`config.mk`:
```
export PLATFORM = sky130hd
export DESIGN_NAME = lamp_ctrl_n
export DESIGN_NICKNAME = d
export VERILOG_FILES = /design/src/rtl/lamp_ctrl_n.sv
export SDC_FILE = /design/constraint.sdc
export NUM_CORES = 1
export LEC_CHECK = 0
export BUFFER_PORTS_ARGS = -buffer_cell sky130_fd_sc_hd__buf_2
export CORE_AREA = 2 2 40 42
export DETAILED_ROUTE_END_ITERATION = 7
export DIE_AREA = 0 0 42 44
export PLACE_DENSITY = 0.76
export RECOVER_POWER = 25
export SYNTH_ARGS = -nofsm -noshare
export SYNTH_HDL_FRONTEND = slang
export SYNTH_SLANG_ARGS = --single-unit
```
`constraint.sdc`:
```
create_clock -name clk -period 3 [get_ports clk]
set_input_delay 0 -clock clk [delete_from_list [all_inputs] [get_ports clk]]
set_output_delay 0 -clock clk [all_outputs]
set_load 0.03 [all_outputs]
```
`src/rtl/lamp_ctrl_n.sv`:
```
// rtl/lamp_ctrl_n.sv - multi-switch staircase lamp with synchroniser, debounce and auto-off
module lamp_ctrl_n #(
  parameter int N_SW         = 3,
  parameter int DEBOUNCE_CYC = 4,
  parameter int TIMEOUT_CYC  = 0
) (
  input  logic            clk,
  input  logic            rst,
  input  logic [N_SW-1:0] S,
  output logic            F,
  output logic [N_SW-1:0] sw_db,
  output logic            toggle,
  output logic            timeout
);

  localparam int CW = $clog2(DEBOUNCE_CYC + 1);
  localparam logic [CW-1:0] CNT_LAST = CW'(DEBOUNCE_CYC - 1);

  logic [N_SW-1:0] s1;
  logic [N_SW-1:0] s2;
  logic [N_SW-1:0] db_next;
  logic [N_SW-1:0] upd;
  logic [CW-1:0]   cnt      [N_SW];
  logic [CW-1:0]   cnt_next [N_SW];
  logic            ev;
  logic            expire;

  // Two-flop synchroniser for the raw, asynchronous switch levels.
  always_ff @(posedge clk) begin
    if (rst) begin
      s1 <= '0;
      s2 <= '0;
    end else begin
      s1 <= S;
      s2 <= s1;
    end
  end

  // Per-bit debounce decision: accept a level once it has disagreed for DEBOUNCE_CYC samples.
  always_comb begin
    db_next = sw_db;
    upd     = '0;
    for (int i = 0; i < N_SW; i++) begin
      cnt_next[i] = cnt[i];
      if (s2[i] == sw_db[i]) begin
        cnt_next[i] = '0;
      end else if (cnt[i] == CNT_LAST) begin
        db_next[i]  = s2[i];
        cnt_next[i] = '0;
        upd[i]      = 1'b1;
      end else begin
        cnt_next[i] = cnt[i] + CW'(1);
      end
    end
  end

  // Debounce state: counters and accepted switch levels.
  always_ff @(posedge clk) begin
    if (rst) begin
      sw_db <= '0;
      for (int i = 0; i < N_SW; i++) cnt[i] <= '0;
    end else begin
      sw_db <= db_next;
      for (int i = 0; i < N_SW; i++) cnt[i] <= cnt_next[i];
    end
  end

  // An odd number of simultaneous accepted changes flips the lamp; even counts cancel.
  assign ev = ^upd;

  generate
    if (TIMEOUT_CYC > 0) begin : g_timer
      localparam int TW = $clog2(TIMEOUT_CYC + 1);
      localparam logic [TW-1:0] TMR_LAST = TW'(TIMEOUT_CYC - 1);
      logic [TW-1:0] tmr;

      // A switch event takes priority over expiry on the same edge.
      assign expire = !ev && F && (tmr == TMR_LAST);

      // Lamp on-time counter, restarted by every switch event and idle while the lamp is off.
      always_ff @(posedge clk) begin
        if (rst) begin
          tmr <= '0;
        end else if (ev || !F || expire) begin
          tmr <= '0;
        end else begin
          tmr <= tmr + TW'(1);
        end
      end
    end else begin : g_no_timer
      assign expire = 1'b0;
    end
  endgenerate

  // Lamp output and its one-cycle event pulses.
  always_ff @(posedge clk) begin
    if (rst) begin
      F       <= 1'b0;
      toggle  <= 1'b0;
      timeout <= 1'b0;
    end else begin
      toggle  <= ev;
      timeout <= expire;
      if (ev) begin
        F <= ~F;
      end else if (expire) begin
        F <= 1'b0;
      end
    end
  end

endmodule
```
---- Yosys cells after proc, flatten, opt, wreduce, memory -nomap -nowiden ----
Memories as Yosys holds them, arrays and structs flattened.
Index checks and enable logic that the tools add are counted.
storage, ports and cells
  flip-flop bits (word level) ............. 11
  memory bits (writable) .................. 9
  output and inout bits ................... 6
  word-level logic and storage cells ...... 46
  memories ................................ 1
memory list
  name  depth  width  read ports  clocked after Yosys merged registers in  wr ports  RTL line  source
  cnt   3      3      3           0                                        3         23        logic [CW-1:0] cnt [N_SW];
cells by class
  $add $sub $neg .......................... 3
  equal/unequal tests ..................... 6
  muxes and demuxes ....................... 18
  bitwise operators ....................... 7
  reductions and logical operators ........ 4
operators by type and width
  operator                                        count
  2-to-1 mux 3 bit                                9
  adder 3 x 1 -> 3 bit (second input constant)    3
  == test 3 x 2 -> 1 bit (second input constant)  3
  2-to-1 mux 1 bit                                9
  AND reduction 2 bit                             3
  NOT 1 bit                                       4
  == test 1 bit                                   3
  OR 1 bit                                        3
  parity 3 bit                                    1

---- Depth between registers and ports, before layout ----
Gate-level depths: netlist (run 1).
An unclocked memory read counts as a cell.
  word-level depth ........................ 5
  gate-level depth with buffers ........... 6
  depth with buffers taken out ............ 6

---- Least setup slack after synthesis (run 1) ----
Ideal clock, no wire load.
  path kind ............................... flip-flop to flip-flop
  start point ............................. memory cnt[0][3] in the netlist's numbering
  end point ............................... register F
  setup time .............................. 71 ps
  data arrival time ....................... 1549 ps
  required time ........................... 2929 ps
  setup slack ............................. 1381 ps
  stages on the path, launching flop included .. 7
  path buffers ............................ 0
  clock period less this slack ............ 1619 ps
  cell sequence ........................... dfxtp_1 ha_1 ha_1 inv_1 o211a_1 or4_1 a21oi_1
RTL lines
  element               RTL line  source
  start, declared       23
  end signal, assigned  105       F <= ~F;
  end, declared         10        output logic F,

==> results of run 1 <==
[logic make-up after synthesis]
| family | after synthesis |
|---|---|
| compound gates | 6 |
| mux | 3 |
| xor+xnor | 3 |
| other cells | 1 |
| fa+ha+maj | 6 |
| simple gates | 28 |
| flops | 20 |
| buf+inv | 7 |
[repair_timing]
action | 4_1_cts | 5_1_grt
endpoints found under the setup margin | 0 | 0
setup buffers | 0 | 0
hold buffers | 3 | 0
hold endpoints to repair | 3 | 0
[per-stage QoR]
stage          hold WS, ps  setup slack, ps   util  cells
2_1_floorplan         71.6             1380      -     74
3_3_place_gp           215             1340  0.573     97
3_5_place_dp           223             1250  0.573     97
4_1_cts               29.5             1240  0.610    103
5_1_grt               50.7             1120  0.610    103
6_report              31.7             1240  0.610    103
[power breakdown]
group | internal [mW] | switching (mW)
logic | 0.00844 | 0.00898
registers | 0.270 | 0.00227
clock network | 0.0466 | 0.0709
[worst max path at each step]
| stage | start | to | slack, ps | depth (start not counted) |
|---|---|---|---|---|
| floorplan | cnt[0][3] | F | 1380 | 6 |
| global route | cnt[0][3] | F | 1120 | 6 |
| finish | cnt[0][3] | F | 1240 | 6 |
| detailed placement | cnt[0][3] | F | 1250 | 6 |
| CTS | cnt[0][3] | F | 1240 | 6 |
| global placement | cnt[0][3] | F | 1340 | 6 |
[sequential cells by signal (all words and copies together), names as in the netlist]
| name | count |
|---|---|
| s1 | 3 |
| cnt | 9 |
| toggle | 1 |
| F | 1 |
| s2 | 3 |
| sw_db | 3 |
[final cells by class]
type                            count  area [µm²]
Fill cell                         115         553
Sequential cell                    20         400
Multi-Input combinational cell     47         329
Timing Repair Buffer               12        75.1
Clock buffer                        3        22.5
Tap cell                           16        20.0
Inverter                            5        18.8
[routing by layer]
layer	track usage	vias up	share of wire
li1	-	266	-
met1	0.146	226	0.47
met4	0.0968	0	0.010
met3	0.0250	2	0.030
met2	0.209	9	0.49
met5	0	-	0
[worst reg2reg max path: stages, from the launching register on]
cell and delay (ps):
dfxtp_1 350, ha_1 150, ha_1 190, inv_1 80
o211a_1 260, or4_1 510, a21oi_1 160
[placed cells by master, fill, tap and decap left out]
cell and instances:
dfxtp_1 20, nor2_1 12, buf_2 9, nor2b_1 6, ha_1 6, inv_1 5
mux2i_1 3, clkbuf_4 3, dlygate4sd3_1 3, nand2_1 2, and3_1 2, a21oi_1 2
xnor2_1 1, or3_1 1, xor2_2 1, and3_2 1, xor2_1 1, a211oi_2 1
o211a_1 1, o22ai_1 1, or4_1 1, and2_1 1, nor3_1 1, o21ai_0 1
nor3b_1 1, conb_1 1
==> parameters.txt, run 1 <==
Parameter                              Value

Hold path
  Hold path cells    2
  Path class of the lowest-slack min-delay path    primary input to register
  Endpoint of the worst hold path    sw_db[2]
  Hold path start    rst

Clock tree
  Number of buffers added by the clock tree synthesis step    3
  Clock slew at reported path FFs    100 ps
  Skew-Pair Late Insertion Delay    290 ps
  H-tree levels    1
  Maximum root-to-sink buffer count    2
  TritonCTS clock tree    built
  CTS Sinks    20
  Number of gates resized after CTS    0
  Clock tree root driver cell    clkbuf_4

Final layout
  Number of diodes added for antenna fixing    0
  Post-Layout Inst Area    866 µm²
  Proportion of layout cells with a drive suffix above 1    0.172
  Area growth, synth to finish    14.0%
  Layout net count    100

Logic synthesis
  Cell type contributing the most total cell area after synthesis    dfxtp_1
  Syn nets    85
  Synth Register Bits    20
  Gate count of the mapped netlist    74
  Synth warnings    0
  Most numerous cell types in the synthesized netlist    dfxtp_1 (20), nor2_1 (12), ha_1 (6), nor2b_1 (6), inv_1 (5)
  Post-synthesis cell type count    25
  Fraction of registers with async set/reset    0
  EDFF count, synth    0
  Post-synthesis share of cell area spent on full adders, half adders and majority gates    0.0988
  Average cell area after synthesis    10.3 µm²
  Share of the synthesized area in the top cell type    0.527
  Portion of the post-synthesis area used by sequential elements    0.527
  Post-synthesis share of cell area spent on xor and xnor gates    0.0445
  Combined area of all synthesized cells    759 µm²
  Dominant cells by area after synthesis    dfxtp_1 (53%), ha_1 (9.9%), nor2_1 (5.9%)
  Leading cell type by number of instances after synthesis    dfxtp_1
  Largest family of logic cells by synthesized area    simple AND/OR/NAND/NOR gates
  Post-synthesis mux area share    0.0395
  Area fraction in and, or, nand and nor cells after synthesis    0.188
  Top flip-flop cell by instance count after synthesis    dfxtp_1
  Synth Area in Compound Gates    0.0577

Setup path
  CP delay by family, top    simple AND/OR/NAND/NOR gates
  Cell Chain, Critical Path    ha_1, ha_1, inv_1, o211a_1, or4_1, a21oi_1
  Critical register-to-register path endpoint    F
  Critical path data required time    3220 ps
  Number of buffers and inverters on the critical path    1
  Count of cells along the worst register-to-register path    6
  Setup crit start kind    register
  Worst Path Max Fanout    4
  Slowest cell delay on critical path    510 ps
  Critical path capture point type    register
  Slowest stage cell on the critical path    or4_1
  Worst path arrival time    1980 ps
  Most prevalent standard cell on the critical path    ha_1
  Category of the most critical setup path    register to register
  Reg2Reg Setup Slack    1240 ps
  Launching point of the worst reg2reg path    cnt[0][3]

Timing
  Unrepaired setup endpoints after global routing    false
  Tcrit/Tclk final    0.587
  Max frequency    0.568 GHz
  Setup TNS    0 ps
  Setup clock skew after layout    7.47 ps
  # setup viols final    0
  Fin. Hold Viols    0
  Max-slew violations    0
  Clock period minus final worst setup slack    1760 ps

Die
  Die boundary width    42 µm
  Height of the die    44 µm
  Die footprint    1850 µm²
  Ports    11
  Initial Util    0.535
  Placement row count    14
  Core area    1420 µm²

Placement
  Estimated wirelength of the detail-placed design    770 µm
  Final weighted congestion in routability-driven placement    0.701
  Input/output buffers    9
  Cell area after placement    813 µm²

Detailed routing
  Vias post-DR    503
  DRT Pass-1 Iters    4
  Wirelength, routed    986 µm
  DRC errors left    0
  Per-cell routed wire length    9.57 µm
  Routed Antenna Nets    0
  Detailed Route Iter0 Violations    6
  Avg Vias per Cell    4.88

Power and ir drop
  Leakage power    0.387 nW
  Worst ir drop on vdd    0.000346 V
  Power density of the placed cells    471 nW/µm²
  Overall power consumption    0.408 mW

Job
  Count of maximum capacitance violations    0

Global route
  First-pass GRT wire length    1720 µm
  All-Layer GR Usage    0.127
  Number of global-route vias before repair    451
  Total overflow reported by the global router    0
  Initial antenna violation count    0
  Maximum number of pins on one net before global-route repair    15

Status
  Outcome    finished, final reports clean
Note: power is estimated with default switching activity, not from simulation.
==> run 2: changes to the inputs <==
--- a/config.mk
+++ b/config.mk
@@ -6,10 +6,10 @@
 export NUM_CORES = 1
 export LEC_CHECK = 0
 export BUFFER_PORTS_ARGS = -buffer_cell sky130_fd_sc_hd__buf_2
-export CORE_AREA = 2 2 40 42
+export CORE_AREA = 2 2 42 44
 export DETAILED_ROUTE_END_ITERATION = 7
-export DIE_AREA = 0 0 42 44
-export PLACE_DENSITY = 0.76
+export DIE_AREA = 0 0 44 46
+export PLACE_DENSITY = 0.7
 export RECOVER_POWER = 25
 export SYNTH_ARGS = -nofsm -noshare
 export SYNTH_HDL_FRONTEND = slang
==> constraint.sdc (replaced) <==
create_clock -name clk -period 1.75 [get_ports clk]
set_input_delay 0 -clock clk [delete_from_list [all_inputs] [get_ports clk]]
set_output_delay 0 -clock clk [all_outputs]
set_load 0.03 [all_outputs]
==> run 2 against run 1 <==
Register-to-register slack worse by 1100 ps. Largest cell class unchanged. Sequential cell count unchanged. Highest routed layer unchanged. Fmax up 7.0%. Sequential share of layout area down 1.8 points. Count of clock-buffer cells in the layout up 1. Design area up 4.5%. Via count down 0.40%. Critical path type unchanged. Core utilization down 5.0 points. Routed wire length up 9.7%. Critical endpoint unchanged. Global-route usage down 1.1 points.
==> parameters.txt, run 2 (synthesis results as in run 1) <==
Parameter                              Value

Power and ir drop
  Worst ir drop on vdd    0.000491 V
  Overall power consumption    0.759 mW
  Leakage power    0.398 nW
  Power density of the placed cells    839 nW/µm²

Final layout
  Number of flip-flops in the largest register    9
  Layout net count    101
  Area growth, synth to finish    19.1%
  Utilization after layout    0.560
  Most frequent standard cell in the layout excluding fill and tap cells    dfxtp_1
  Fin cells    106
  Proportion of layout cells with a drive suffix above 1    0.225
  Area used by multi-input combinational logic    344 µm²
  Most frequent cells in the layout    dfxtp_1 (19), nor2_1 (12), buf_2 (9), nor2b_1 (6), inv_1 (5)
  Register area    402 µm²
  Post-Layout Inst Area    905 µm²
  Number of fill cells    149
  Number of diodes added for antenna fixing    0
  Most flop-heavy register    cnt

Job
  Count of maximum capacitance violations    0

Clock tree
  Maximum root-to-sink buffer count    2
  CTS Sinks    20
  Number of buffers added by the clock tree synthesis step    3
  H-tree levels    1
  Clock tree root driver cell    clkbuf_4
  TritonCTS clock tree    built
  Skew-Pair Late Insertion Delay    290 ps
  Clock slew at reported path FFs    110 ps

Detailed routing
  Detailed Route Iter0 Violations    8
  DRT Pass-1 Iters    3
  Vias post-DR    501
  Routed Antenna Nets    0
  Avg Vias per Cell    4.73
  DRC errors left    0
  Wirelength, routed    1080 µm
  Per-cell routed wire length    10.2 µm

Setup path
  Worst Path Max Fanout    3
  CP delay by family, top    simple AND/OR/NAND/NOR gates
  Critical path data required time    1980 ps
  Slowest cell delay on critical path    500 ps
  Cell Chain, Critical Path    ha_2, ha_4, inv_1, o211a_1, or4_1, a21oi_1
  Number of buffers and inverters on the critical path    1
  Slowest stage cell on the critical path    or4_1
  Category of the most critical setup path    register to register
  Worst path arrival time    1880 ps
  Critical path capture point type    register
  Setup crit start kind    register

Die
  Die footprint    2020 µm²
  Placement row count    15
  Die boundary width    44 µm
  Initial Util    0.471
  Ports    11
  Core area    1610 µm²
  Height of the die    46 µm

Placement
  Final weighted congestion in routability-driven placement    0.710
  Cell area after placement    815 µm²
  Input/output buffers    9
  Post-Place Setup Slack    12.1 ps
  Estimated wirelength of the detail-placed design    716 µm
  Placed instance count    98

Global route
  Maximum number of pins on one net before global-route repair    15
  First-pass GRT wire length    1660 µm
  Total overflow reported by the global router    0
  Initial antenna violation count    0
  All-Layer GR Usage    0.116
  Number of global-route vias before repair    441

Timing
  PnR worst setup slack    104 ps
  Unrepaired setup endpoints after global routing    false
  Max-slew violations    0
  Setup TNS    0 ps
  Tcrit/Tclk final    0.941
  Tightest hold margin    33.3 ps
  Setup clock skew after layout    1.26 ps
  Fin. Hold Viols    0
  # setup viols final    0
  Max frequency    0.607 GHz
  Clock period minus final worst setup slack    1650 ps

Status
  Outcome    finished, final reports clean

Hold path
  Path class of the lowest-slack min-delay path    primary input to register
## run 2: worst reg2reg max path: cells and delay by family, from the launching register on
kind / cells / cell delay, ps
buffers and inverters: 1 / 60
adder cells (fa/ha/maj): 2 / 340
flip-flops: 1 / 340
AO/OA/AOI/OAI: 2 / 350
AND/OR/NAND/NOR: 1 / 500
## run 2: final cells by class
cell class | instances | share of cell area
Inverter | 5 | 0.0207
Tap cell | 17 | 0.0235
Sequential cell | 20 | 0.444
Multi-Input combinational cell | 47 | 0.380
Timing Repair Buffer | 13 | 0.0913
Clock buffer | 4 | 0.0401
## run 2: worst paths after layout
check	from	to	slack (ps)	depth (start not counted)
worst min-delay path	rst	sw_db[2]	30	2
worst min register to register	cnt[0][3]	cnt[0][3]	410	1
worst max-delay path	cnt[0][3]	F	100	6
worst max register to register	cnt[0][3]	F	100	6
## run 2: timing repair
| action | in CTS | in global routing |
|---|---|---|
| hold buffers | 3 | 0 |
| resized for setup | 1 | 3 |
| pin swaps | 0 | 1 |
| hold endpoints to repair | 3 | 0 |
| setup endpoints to repair | 1 | 1 |
| buffers inserted | 0 | 1 |
## run 2: routing by layer
layer / vias to the layer above / track usage / wire [µm]
li1: 269 / - / -
met1: 224 / 0.119 / 517
met2: 6 / 0.203 / 521
met3: 2 / 0.0238 / 31
met4: 0 / 0.0909 / 12
met5: - / 0 / 0
## run 2: report_power, final
part | switching (mW) | total (mW) | internal [mW]
Clock | 0.135 | 0.261 | 0.127
Combinational | 0.0158 | 0.0302 | 0.0144
Sequential | 0.00369 | 0.467 | 0.464
Total | 0.154 | 0.759 | 0.605
